File: src/rtl/divisor_arbitro_rr.sv
// Round-robin arbiter that shares a single Divisor_Algoritmico among N_REQ requesters.
// Optional macro DIV_ZERO_CHECK_EN answers Den==0 locally instead of issuing it to the divider.
module divisor_arbitro_rr #(
  parameter int tamanyo = 32,
  parameter int N_REQ   = 4,
  localparam int ID_W   = $clog2(N_REQ)
) (
  input  logic                       CLK,
  input  logic                       RSTa,
  input  logic [N_REQ-1:0]           Req,
  input  logic [N_REQ*tamanyo-1:0]   Num_in,
  input  logic [N_REQ*tamanyo-1:0]   Den_in,
  output logic [N_REQ-1:0]           Gnt,
  output logic                       Rsp_valid,
  output logic [ID_W-1:0]            Rsp_id,
  output logic [tamanyo-1:0]         Rsp_Coc,
  output logic [tamanyo-1:0]         Rsp_Res,
  input  logic                       Rsp_ack,
  output logic                       Div_Zero,
  output logic                       Busy,
  output logic                       Div_Start,
  output logic [tamanyo-1:0]         Div_Num,
  output logic [tamanyo-1:0]         Div_Den,
  input  logic [tamanyo-1:0]         Div_Coc,
  input  logic [tamanyo-1:0]         Div_Res,
  input  logic                       Div_Done,
  output logic [1:0]                 dbg_state
);

  // Handshakes: Req is a level held with its operands until the one-cycle Gnt pulse;
  // Rsp_valid is held until the cycle Rsp_ack=1 is sampled, and drops on the next edge.

  typedef enum logic [1:0] {
    S_IDLE  = 2'd0,
    S_ISSUE = 2'd1,
    S_WAIT  = 2'd2,
    S_RESP  = 2'd3
  } state_t;

  state_t             state, state_nx;
  logic [ID_W-1:0]    ptr, pick, ptr_nx;
  logic               found;
  logic [tamanyo-1:0] num_sel, den_sel;
  logic               zero_sel;
  logic               zero_r;

  // First set request starting at ptr and wrapping modulo N_REQ.
  always_comb begin
    int j;
    logic [ID_W-1:0] jj;
    found   = 1'b0;
    pick    = '0;
    num_sel = '0;
    den_sel = '0;
    j       = 0;
    jj      = '0;
    for (int i = 0; i < N_REQ; i++) begin
      j = int'(ptr) + i;
      if (j >= N_REQ) j = j - N_REQ;
      jj = ID_W'(j);
      if (!found && Req[jj]) begin
        found   = 1'b1;
        pick    = jj;
        num_sel = Num_in[j*tamanyo +: tamanyo];
        den_sel = Den_in[j*tamanyo +: tamanyo];
      end
    end
  end

  assign ptr_nx = (pick == ID_W'(N_REQ-1)) ? '0 : pick + 1'b1;

`ifdef DIV_ZERO_CHECK_EN
  assign zero_sel = (den_sel == '0);
  assign Div_Zero = zero_r & Rsp_valid;
`else
  assign zero_sel = 1'b0;
  assign Div_Zero = 1'b0;
`endif

  always_ff @(posedge CLK or negedge RSTa) begin
    if (!RSTa) state <= S_IDLE;
    else       state <= state_nx;
  end

  always_comb begin
    state_nx = state;
    case (state)
      S_IDLE:  if (found) state_nx = zero_sel ? S_RESP : S_ISSUE;
      S_ISSUE: state_nx = S_WAIT;
      S_WAIT:  if (Div_Done) state_nx = S_RESP;
      S_RESP:  if (Rsp_ack) state_nx = S_IDLE;
      default: state_nx = S_IDLE;
    endcase
  end

  assign Busy      = (state != S_IDLE);
  assign dbg_state = state;

  always_ff @(posedge CLK or negedge RSTa) begin
    if (!RSTa) begin
      Gnt       <= '0;
      Div_Start <= 1'b0;
      Div_Num   <= '0;
      Div_Den   <= '0;
      Rsp_id    <= '0;
      Rsp_Coc   <= '0;
      Rsp_Res   <= '0;
      Rsp_valid <= 1'b0;
      ptr       <= '0;
      zero_r    <= 1'b0;
    end else begin
      Gnt       <= '0;
      Div_Start <= 1'b0;
      case (state)
        S_IDLE: begin
          if (found) begin
            Gnt     <= {{(N_REQ-1){1'b0}}, 1'b1} << pick;
            Div_Num <= num_sel;
            Div_Den <= den_sel;
            Rsp_id  <= pick;
            ptr     <= ptr_nx;
            zero_r  <= zero_sel;
            if (zero_sel) begin
              // Answered locally: quotient saturates, remainder is the dividend.
              Rsp_Coc   <= '1;
              Rsp_Res   <= num_sel;
              Rsp_valid <= 1'b1;
            end else begin
              Div_Start <= 1'b1;
            end
          end
        end
        S_WAIT: begin
          if (Div_Done) begin
            Rsp_Coc   <= Div_Coc;
            Rsp_Res   <= Div_Res;
            Rsp_valid <= 1'b1;
          end
        end
        S_RESP: begin
          if (Rsp_ack) Rsp_valid <= 1'b0;
        end
        default: ;
      endcase
    end
  end

endmodule

File: config.mk
export PLATFORM = sky130hd
export DESIGN_NAME = divisor_arbitro_rr
export DESIGN_NICKNAME = d
export VERILOG_FILES = /design/src/rtl/divisor_arbitro_rr.sv
export SDC_FILE = /design/constraint.sdc
export NUM_CORES = 1
export LEC_CHECK = 0
export CAP_MARGIN = 20
export CORE_UTILIZATION = 40
export DETAILED_ROUTE_END_ITERATION = 16
export DONT_BUFFER_PORTS = 1
export HOLD_SLACK_MARGIN = 0.03
export SLEW_MARGIN = 20
export SYNTH_ARGS = -nofsm -noshare
export SYNTH_HDL_FRONTEND = slang
export SYNTH_SLANG_ARGS = --single-unit
File: constraint.sdc
create_clock -name CLK -period 8.52 [get_ports CLK]
set_clock_uncertainty 0.05 [all_clocks]
set_input_delay 1.704 -clock CLK [delete_from_list [all_inputs] [get_ports CLK]]
set_output_delay 1.704 -clock CLK [all_outputs]
set_load 0.05 [all_outputs]
=== After elaboration in Yosys (flattened, before gate mapping) ===
Cells that the tools add are included.

* Bits in registers: 140
* Bits of input ports: 328
* Output and inout bits: 140
* Word-level logic and storage cells: 95

* $add $sub $neg: 8
* Magnitude comparators: 8
* Equal/unequal tests: 7
* Shift operators: 9
* Muxes and demuxes: 40
* Reduce and logical (&&, ||, !) cells: 13

{| class="wikitable"
|+ Operators by type and width
! operator !! count
|-
| $shiftx 128x32->32 || 8
|-
| $mux 32 || 8
|-
| $mux 27 || 4
|-
| $mux 2 || 8
|-
| $lt 2x3->1 const B || 4
|-
| $mux 1 || 12
|-
| $sub 3x3->4 const B || 3
|-
| $ge 3x3->1 const B || 3
|-
| $bmux 1 s2 || 4
|-
| $mux 4 || 2
|-
| $pmux 2 s4 || 1
|-
| $add 2x2->3 const B || 2
|-
| $eq 2x2->1 const B || 3
|-
| $ne 2x2->1 const B || 3
|-
| $reduce_and 3->1 || 2
|-
| $reduce_and 2->1 || 2
|-
| $reduce_bool 2->1 || 2
|-
| $shl 1x2->4 const A || 1
|-
| $sub 2x3->4 const B || 1
|-
| $add 2x1->3 const B || 1
|-
| $ge 2x3->1 const B || 1
|-
| $logic_and 1x1->1 || 3
|-
| $logic_not 1->1 || 3
|-
| $add 2x1->2 const B || 1
|-
| other kinds (3) || 3
|}

=== Longest topological paths before layout ===
Gate-level depths: netlist of the first run.

* Depth in word-level cells: 17
* Mapped depth: 15
* Gate-level depth less buffers: 9

=== Worst setup path before layout of the first run ===
No wires, ideal clock.

* Path type: in2reg
* From: input Req[1]
* To: register Gnt[0]
* Setup time: 0.119 ns
* Arrival time: 3.428 ns
* Data required time: 8.351 ns
* Path slack: 4.923 ns
* Stages: 8
* Path buffers: 1
* Path through: mux4_2 > nor2b_1 > clkbuf_1 > o21ai_0 > a21oi_1 > inv_1 > ha_1 > and2_1

* Word-level cells in the longest chain between the ends: 15
* Elaborated cells between the ends (all ways): 25
* Those cells by class: shift (1); mux (18); reduce/logical (6)

{| class="wikitable"
|+ Ends and longest elaborated chain
! what !! line !! text
|-
| from (decl) || 10 || <nowiki>input logic [N_REQ-1:0] Req,</nowiki>
|-
| $bmux 1 s2 || 61 || <nowiki>if (!found && Req[jj]) begin</nowiki>
|-
| $mux 1 (not written as such) || 61 ||
|-
| $mux 1 || 61 ||
|-
| $logic_not 1->1 || 61 ||
|-
| $logic_and 1x1->1 || 61 ||
|-
| $mux 1 || 61 ||
|-
| $logic_not 1->1 || 61 ||
|-
| $logic_and 1x1->1 || 61 ||
|-
| $mux 1 || 61 ||
|-
| $logic_not 1->1 || 61 ||
|-
| $logic_and 1x1->1 || 61 ||
|-
| $mux 2 * || 61 ||
|-
| net pick[0] || 41 || <nowiki>logic [ID_W-1:0] ptr, pick, ptr_nx;</nowiki>
|-
| $shl 1x2->4 * || 117 || <nowiki>Gnt <= {{(N_REQ-1){1'b0}}, 1'b1} << pick;</nowiki>
|-
| $mux 4 * || 116 || <nowiki>if (found) begin</nowiki>
|-
| $mux 4 * || 114 || <nowiki>case (state)</nowiki>
|-
| to (signal assigned) || 117 ||
|-
| to (decl) || 13 || <nowiki>output logic [N_REQ-1:0] Gnt,</nowiki>
|}

The timed path passes the listed nets; every way through them passes the cells marked *. The select of a mux whose other input is x is not followed.
A chain may end at the register's enable or synchronous reset.

=== Worst setup path after layout of the first run ===
* From: register ptr[0]
* To: register Div_Den[9]

* Word-level cells in the longest chain between the ends: 15
* Elaborated cells between the ends (all ways): 42
* Those cells by class: add/sub (7); order compare (4); shift (4); mux (20); reduce/logical (7)

{| class="wikitable"
|+ Ends and longest elaborated chain
! what !! line !! text
|-
| from (decl) || 41 ||
|-
| from (signal assigned) || 121 || <nowiki>ptr <= ptr_nx;</nowiki>
|-
| parallel branches: the longest is 15 deep, another holds $sub 3x3->4 || -- ||
|-
| to (signal assigned) || 119 || <nowiki>Div_Den <= den_sel;</nowiki>
|-
| to (decl) || 23 || <nowiki>output logic [tamanyo-1:0] Div_Den,</nowiki>
|}

Several ways; the timed one is not identified. The select of a mux whose other input is x is not followed.

==> results of run 1 <==
==> cells by family after synthesis <==
logic type                 Yosys count  synth area share [%]
AOI/OAI and AO/OA                  273                  15.1
adders and majority gates           12                  1.08
buffers and inverters              160                  4.82
DFF                                140                  25.1
muxes                              394                  46.5
other                                1                0.0269
and+or+nand+nor                    217                  7.29
==> per-layer routing <==
layer | wire, µm | GRT usage (%)
met3 | 5170 | 9.20
met2 | 23600 | 44.7
met1 | 16300 | 29.0
met5 | 0 | 0
met4 | 925 | 8.13
==> sequential cells by signal, indices dropped and copies added, names as in the netlist <==
name	cells
Div_Num	32
Div_Start	1
ptr	2
Gnt	4
Rsp_id	2
dbg_state	2
Rsp_valid	1
Rsp_Coc	32
Div_Den	32
Rsp_Res	32
==> report_power, final <==
part / switching, mW / internal [mW] / total (mW)
registers: 1.52 / 0.994 / 2.52
logic: 2.35 / 2.29 / 4.64
clock network: 0.388 / 0.402 / 0.790
total: 4.27 / 3.68 / 7.95
==> worst paths after layout <==
kind                       cells past startpoint  slack, ns         end
setup / recovery                               8       2.96  Div_Den[9]
hold / removal                                 2       0.74   Rsp_id[0]
setup reg to reg                               8       2.96  Div_Den[9]
hold reg to reg                                2       0.74   Rsp_id[0]
max in group asynchronous                      0       7.30  Div_Den[6]
min in group asynchronous                      0       0.91      Gnt[0]
==> worst max-delay path: stages (launching register included) <==
cell and delay (ns):
dfrtp_4 1.01, inv_1 0.24, ha_4 0.89, mux4_4 1.19, nor4b_2 0.43, a21boi_4 0.62
buf_4 0.65, nand2_1 0.12, a31oi_1 0.19
==> cell usage in the layout (no fill, tap or decap), types with 4 or more instances in the layout <==
master | synthesis | final
mux4_2 | 196 | 195
dfrtp_1 | 140 | 138
mux2i_1 | 131 | 131
o21ai_0 | 70 | 70
nor2_1 | 70 | 68
mux2_2 | 67 | 67
nand2_1 | 69 | 67
and3_1 | 65 | 65
o221a_2 | 64 | 64
o221ai_1 | 64 | 64
a31oi_1 | 64 | 64
clkbuf_16 | 0 | 17
buf_4 | 11 | 17
ha_1 | 12 | 11
inv_1 | 10 | 9
clkinv_8 | 0 | 7
inv_8 | 0 | 5
a21oi_1 | 4 | 4
and2_1 | 4 | 4
==> final cells by class <==
cell class | instances | area (µm²)
fill | 3119 | 19100
multi-input combinational | 897 | 9810
sequential | 140 | 3510
tap | 448 | 561
clock buffer | 17 | 425
clock inverter | 15 | 196
timing repair buffer | 19 | 175
inverter | 10 | 37.5
antenna | 1 | 2.50
==> stage by stage <==
| step | hold slack, ns | total power, mW | instances |
|---|---|---|---|
| floorplan | 0.694 | 6.21 | 1197 |
| detailed placement | 0.749 | 7.19 | 1513 |
| global route | 0.778 | 8.44 | 1547 |
| global placement | 0.747 | 7.11 | 1513 |
| CTS | 0.759 | 7.98 | 1545 |
| finish | 0.743 | 7.95 | 1547 |
==> metrics, run 1 <==
P_leak 5.60 nW; Finish-stage setup viols 0; Fin Setup TNS 0 ns; CTS tree done; Mapped Area 0.0139 mm²; Critical Path Fanout Max 70; Worst-path clk slew 0.08 ns; CP startpoint kind flip-flop; pwr dens 540 mW/mm²; routed length per placed instance 29.8 µm; syn_area_per_cell 11.6 µm²; Initial Util 41.1%; RSZ-0062 raised after global routing false; Worst EP arrival 5.86 ns; period utilisation layout 65.3%; Root Driver clkbuf_16; r2r startpoint ptr[0]; Synth Net Count 1537; share of post-route cells with drive strength above 1 35.6%; number of global-route vias before repair 11.2k; Critical Path RT 8.81 ns; Congestion Overflow GR 0; antenna-violating nets left 0; # hold bufs at CTS 0; Sink Count 140; final worst slack 2.96 ns; post-synthesis async set-or-reset flop share 100%; maximum vdd drop 0.232 mV; status finished, final reports clean; Yosys cell types 34; min Tclk post-route 5.56 ns; First DRT Iteration DRCs 837; post-route cell area 0.0147 mm²; Post-CTS Setup Inserts 0; H-tree depth 4; post-synthesis register bit count 140; DRC 0; count leader, synth mux4_2; number of flops mapped to enable cells by yosys 0; PortBufs 0; max_cap viols 0; fin nets 1425; global placer's final weighted congestion 0.837; DRT Wirelength 46100 µm; Crit. Startpoint ptr[0]; first-pass GRT wire length 69500 µm; Synth area leader mux4_2; iteration count of the initial detailed-routing pass 5; die area 0.0356 mm²; largest net degree at the start of global routing 154; vias 11.1k; num rows 67; initial antenna violation count 2; CTS Buffer Depth 2; cts repair resizes 0; post-synthesis sequential area ratio 25.1%; fin util 43.5%; Setup crit end kind flip-flop; Post-DP HPWL 29200 µm; hold path startpoint Rsp_id[0]; Yosys top cell area share 31.7%; placed cell area 0.0141 mm²; Vias/cell 7.15; Post-synth top cells 196 x mux4_2, 140 x dfrtp_1, 131 x mux2i_1, 108 x clkbuf_1; Core Area 0.0339 mm²; HP Class flip-flop to flip-flop; Fmax 180 MHz; actual slew at the worst max-slew pin 1.08 ns; Num CTS Buffers 17; Total GRT Usage 25.6%; synth top area cells mux4_2 32%, dfrtp_1 25%, mux2i_1 9.4%, mux2_2 5.4%, o221a_2 5.2%; kind of critical path flip-flop to flip-flop; clk_lat worst skew 0.43 ns; Die Ht 189 µm; pre-CTS setup slack 2.97 ns; synthesized instance count 1197; Main synth FF type dfrtp_1; Slew Limit Fails 0; I/O pins 468; die width 189 µm; Slew headroom 28.2%; area grow syn2layout 5.67%; final hold viol count 0; synth warn 0
(Power assumes the default switching activity.)
==> run 2, diff against run 1 <==
==> constraint.sdc (replaced) <==
create_clock -name CLK -period 5.6 [get_ports CLK]
set_clock_uncertainty 0.05 [all_clocks]
set_input_delay 1.12 -clock CLK [delete_from_list [all_inputs] [get_ports CLK]]
set_output_delay 1.12 -clock CLK [all_outputs]
set_load 0.05 [all_outputs]
==> run 2 against run 1 <==
  * Sequential share of layout area is essentially flat
  * Cell count is 0.13% lower
  * Sequential cell count stayed put
  * Critical path depth unchanged
  * Register-to-register slack lost 1.7 ns
  * Global-route usage shrank 0.36 points
  * Non-clock buffer count fell by 2
  * Core utilization hardly changed
  * Sequential power increased by 53%
  * Setup slack worse by 1.7 ns
  * Via count is 1.1% lower
  * Critical path type unchanged
==> metrics, run 2 (synthesis results as in run 1) <==
status finished, final reports clean; Clk pwr share 10.1% (+0.2 points); Post-DP HPWL 29300 µm (about the same); fin util 43.5% (about the same); first-pass GRT wire length 69000 µm (-0.76%); min Tclk post-route 4.34 ns (-1.23 ns); CP startpoint kind flip-flop; switching power 6.44 mW (+51%); Fill cells 3143 (+0.77%); hold slack 0.327 ns (-0.416 ns); Sink Count 140 (unchanged); Finish-stage setup viols 0 (unchanged); Initial Util 41.1% (unchanged); DRC 0 (unchanged); Post-CTS Setup Inserts 0 (unchanged); HP Class input pin to async pin; maximum vdd drop 1.04 mV (+350%); Vias/cell 7.08 (-0.97%); pwr dens 820 mW/mm² (+52%); num rows 67 (unchanged); placed cell area 0.0141 mm² (+0.28%); largest net degree at the start of global routing 147 (-4.5%); Num CTS Buffers 17 (unchanged); First DRT Iteration DRCs 661 (-21%); Total GRT Usage 25.2% (-0.36 points); reg2reg end Div_Num[24]; Die Ht 189 µm (unchanged); CTS tree done; Fmax 231 MHz (+28%); die area 0.0356 mm² (unchanged); PortBufs 0 (unchanged); sequential share of power 32.0% (+0.3 points); r2r startpoint ptr[0]; die width 189 µm (unchanged); Slew Limit Fails 0 (unchanged); clk_lat worst skew 0.43 ns (about the same); actual slew at the worst max-slew pin 1.17 ns (+0.0944 ns); final hold viol count 0 (unchanged); fin nets 1423 (-0.14%); sw frac 53.4% (-0.31 points); iteration count of the initial detailed-routing pass 4 (-1); cts repair resizes 0 (unchanged); commonest non-fill, non-tap cell in the layout mux4_2; global placer's final weighted congestion 0.829 (-0.98%); Setup crit end kind flip-flop; I/O pins 468 (unchanged); most frequent cells in the layout 196 x mux4_2, 138 x dfrtp_1, 131 x mux2i_1; max_cap viols 0 (unchanged); r2r setup slk 1.26 ns (-1.69 ns); FF-to-FF path depth 8 (unchanged); vias 10.9k (-1.1%); routed length per placed instance 29.5 µm (-0.90%); initial antenna violation count 2 (unchanged); Critical Path RT 5.90 ns (-2.91 ns); number of global-route vias before repair 11.1k (-0.79%); kind of critical path flip-flop to flip-flop; Fin Setup TNS 0 ns (unchanged); Setup crit end Div_Num[24]; period utilisation layout 77.4% (+12 points); DRT Wirelength 45600 µm (-1.0%); CTS Buffer Depth 2 (unchanged); Core Area 0.0339 mm² (unchanged); area grow syn2layout 5.72% (about the same); Slew headroom 21.9% (-6.3 points); H-tree depth 4 (unchanged); post-route cell area 0.0147 mm² (about the same); Critical Path Fanout Max 55 (-21%); Root Driver clkbuf_16; # hold bufs at CTS 0 (unchanged); antenna-violating nets left 0 (unchanged); Crit. Startpoint ptr[0]; Gate power share 57.9% (-0.5 points); RSZ-0062 raised after global routing false; Worst-path clk slew 0.08 ns (about the same); share of post-route cells with drive strength above 1 35.5% (-0.12 points); Pwr Total 12.1 mW (+52%); Congestion Overflow GR 0 (unchanged); Worst EP arrival 4.63 ns (-1.23 ns); P_leak 5.60 nW (about the same); Int Power 5.63 mW (+53%)
[run 2: cell count changes in the layout (fill, tap and decap cells not counted), sizes merged]
cell	previous run	this run
clkinv	9	7
buf	19	17
inv	16	18
[run 2: final cells by class]
type	instances	area (µm²)	area share, %
multi-input combinational	897	9810	66.6
sequential	140	3510	23.8
tap	448	561	3.81
clock buffer	17	425	2.89
clock inverter	15	191	1.30
timing repair buffer	17	190	1.29
inverter	10	37.5	0.255
antenna	1	2.50	0.0170
[run 2: power groups by stage]
| stage | registers (mW) | logic [mW] | clock network (mW) |
|---|---|---|---|
| floorplan | 3.56 | 5.89 | 0 |
| finish | 3.86 | 7.00 | 1.22 |
| global placement | 3.90 | 6.92 | 0 |
| CTS | 3.88 | 7.03 | 1.25 |
| global route | 3.94 | 7.58 | 1.29 |
| detailed placement | 3.91 | 7.03 | 0 |
[run 2: worst min-delay path by stage]
| stage | end | slack, ns |
|---|---|---|
| after floorplan | Rsp_id[0] | 0.69 |
| final | Div_Num[18] | 0.33 |
| after CTS | Div_Num[2] | 0.31 |
| after global placement | Div_Num[29] | 0.75 |
| after detailed placement | Div_Num[29] | 0.76 |
| after global routing | Div_Num[27] | 0.31 |
[run 2: critical path, stage by stage, from the launching register on]
cell     delay (ns)
dfrtp_4        0.94
inv_1          0.24
ha_4           0.32
mux4_2         0.96
nor4_1         0.22
nor2_4         0.60
buf_4          0.62
nor2_1         0.10
a31oi_1        0.16
[run 2: per-layer routing]
| layer | up-vias | wire length, µm | global-route usage, % |
|---|---|---|---|
| met4 | 0 | 860 | 8.75 |
| met1 | 5560 | 16400 | 29.3 |
| met5 | - | 0 | 0 |
| met2 | 620 | 23300 | 43.6 |
| li1 | 4711 | - | - |
| met3 | 52 | 5060 | 8.18 |
[run 2: stage by stage]
stage / cells / worst slack [ns]
floorplan: 1197 / 2.25
global placement: 1512 / 1.26
detailed placement: 1512 / 1.16
CTS: 1544 / 1.13
global route: 1545 / 0.848
finish: 1545 / 1.26
==> run 3, diff against run 2 <==
==> constraint.sdc (replaced) <==
create_clock -name CLK -period 3.87 [get_ports CLK]
set_clock_uncertainty 0.05 [all_clocks]
set_input_delay 0.774 -clock CLK [delete_from_list [all_inputs] [get_ports CLK]]
set_output_delay 0.774 -clock CLK [all_outputs]
set_load 0.05 [all_outputs]
==> run 3 against run 2 <==
  * The flow now finishes with violations (negative hold slack)
  * Hold slack worse by 0.33 ns
  * Die area stayed put
  * Maximum frequency is 25% higher
  * Cell count is 0.65% higher
  * Routed wire length is 1.3% higher
  * Clock-buffer cell count stayed put
  * Via count is 0.26% higher
  * Largest cell class unchanged
  * Power is 47% higher
  * Sequential share of layout area is 0.21 points lower
  * Setup slack worse by 0.85 ns
  * Clock power is 47% higher
==> metrics, run 3 (synthesis results as in run 1) <==
post-route cell area 0.0149 mm² (+0.89%); Slew Limit Fails 0 (unchanged); placed cell area 0.0142 mm² (+0.87%); die area 0.0356 mm² (unchanged); Root Driver clkbuf_16; HP Class input pin to async pin; Worst EP arrival 3.74 ns (-0.89 ns); initial antenna violation count 4 (+2); share of post-route cells with drive strength above 1 36.0% (+0.47 points); actual slew at the worst max-slew pin 1.11 ns (-0.0650 ns); first-pass GRT wire length 69200 µm (+0.41%); CTS tree done; area grow syn2layout 6.66%; Fill cells 3106 (-1.2%); commonest non-fill, non-tap cell in the layout mux4_2; Worst-path clk slew 0.07 ns (about the same); final hold viol count 17 (+17); num rows 67 (unchanged); Vias/cell 7.06 (-0.39%); largest net degree at the start of global routing 144 (-2.0%); routed length per placed instance 29.7 µm (+0.60%); CP Buf/Inv Count 2 (unchanged); DRT Wirelength 46200 µm (+1.3%); P_leak 5.67 nW (+1.1%); multi-input logic area 0.00981 mm² (unchanged); PortBufs 0 (unchanged); Reg area 0.00351 mm² (unchanged); Post-DP HPWL 29900 µm (+2.2%); Finish-stage setup viols 0 (unchanged); hold slack -0.00698 ns (-0.334 ns); status complete, but fails checks; I/O pins 468 (unchanged); Initial Util 41.1% (unchanged); Total GRT Usage 25.5% (+0.28 points); Fmax 289 MHz (+25%); CTS Buffer Depth 2 (unchanged); Fin Setup TNS 0 ns (unchanged); Slew headroom 26.3% (+4.3 points); Top delay family on crit path multiplexers; antenna-violating nets left 0 (unchanged); slowest stage cell, crit path mux4_2; pwr dens 1190 mW/mm² (+46%); kind of critical path flip-flop to flip-flop; period utilisation layout 89.3% (+12 points); die width 189 µm (unchanged); Critical Path RT 4.16 ns (-1.74 ns); Core Area 0.0339 mm² (unchanged); min Tclk post-route 3.45 ns (-0.881 ns); DRC 0 (unchanged); Sink Count 140 (unchanged); Pwr Total 17.7 mW (+47%); Critical Path Fanout Max 56 (+1.8%); Congestion Overflow GR 0 (unchanged); clk_lat worst skew 0.42 ns (about the same); CP startpoint kind flip-flop; iteration count of the initial detailed-routing pass 7 (+3); fin nets 1431 (+0.56%); Setup crit end kind flip-flop; Crit path largest cell delay 0.70 ns (-0.26 ns); RSZ-0062 raised after global routing false; Post-CTS Setup Inserts 0 (unchanged); Die Ht 189 µm (unchanged); global placer's final weighted congestion 0.860 (+3.8%); violated checks negative hold slack; most frequent cells in the layout 196 x mux4_2, 138 x dfrtp_1, 131 x mux2i_1; vias 11.0k (+0.26%); number of global-route vias before repair 11.2k (+0.32%); CP Cell Sequence inv_1, ha_4, mux4_2, nor4b_2, a21boi_4, buf_12, nand2_1, a31oi_1; maximum vdd drop 1.04 mV (+0.89%); H-tree depth 4 (unchanged); max_cap viols 0 (unchanged); Num CTS Buffers 17 (unchanged); First DRT Iteration DRCs 824 (+25%); fin util 43.9% (+0.39 points)
==> run 3: per-stage QoR <==
stage               std cells  setup slack, ns
floorplan                1197            0.524
global placement         1520            0.559
detailed placement       1520            0.438
CTS                      1552            0.403
global route             1555            0.221
finish                   1555            0.416
==> run 3: path summary, 6_finish.rpt <==
check                                   end  cells past startpoint  slack, ns   startpoint
worst min register to register    Rsp_id[0]                      2       0.76    Rsp_id[0]
worst min-delay path            Rsp_Coc[11]                      0     -0.007         RSTa
max in group asynchronous            ptr[0]                      0       3.53         RSTa
min in group CLK                Rsp_Coc[26]                      1       0.45  Div_Coc[26]
worst max-delay path            Div_Num[29]                      8       0.42       ptr[0]
worst max register to register  Div_Num[29]                      8       0.42       ptr[0]
==> run 3: layer usage <==
| layer | routed length, µm | up-vias | GRT usage, % | part of all wire, % |
|---|---|---|---|---|
| met2 | 23000 | 619 | 42.8 | 50 |
| met5 | 0 | - | 0 | 0 |
| li1 | - | 4719 | - | - |
| met1 | 16200 | 5550 | 29.1 | 35 |
| met3 | 5520 | 83 | 9.95 | 12 |
| met4 | 1450 | 0 | 10.1 | 3.1 |
==> run 3: final cells by class <==
class | instances | area share (%)
multi-input combinational | 897 | 66.0
sequential | 140 | 23.6
tap | 448 | 3.77
clock buffer | 17 | 2.86
timing repair buffer | 25 | 2.10
clock inverter | 15 | 1.31
inverter | 10 | 0.253
antenna | 3 | 0.0505
==> run 3: power breakdown <==
group	switching, mW	total [mW]	leakage (nW)	internal (mW)
sequential	3.26	5.45	1.61	2.19
clock	0.799	1.79	0.306	0.991
combinational	5.33	10.5	3.75	5.18
total	9.39	17.7	5.67	8.36
==> run 3: what timing repair did <==
action                                  in CTS  in global routing
endpoints found under the setup margin       0                  0
gates resized for setup                      0                  0
hold endpoints to repair                   140                140
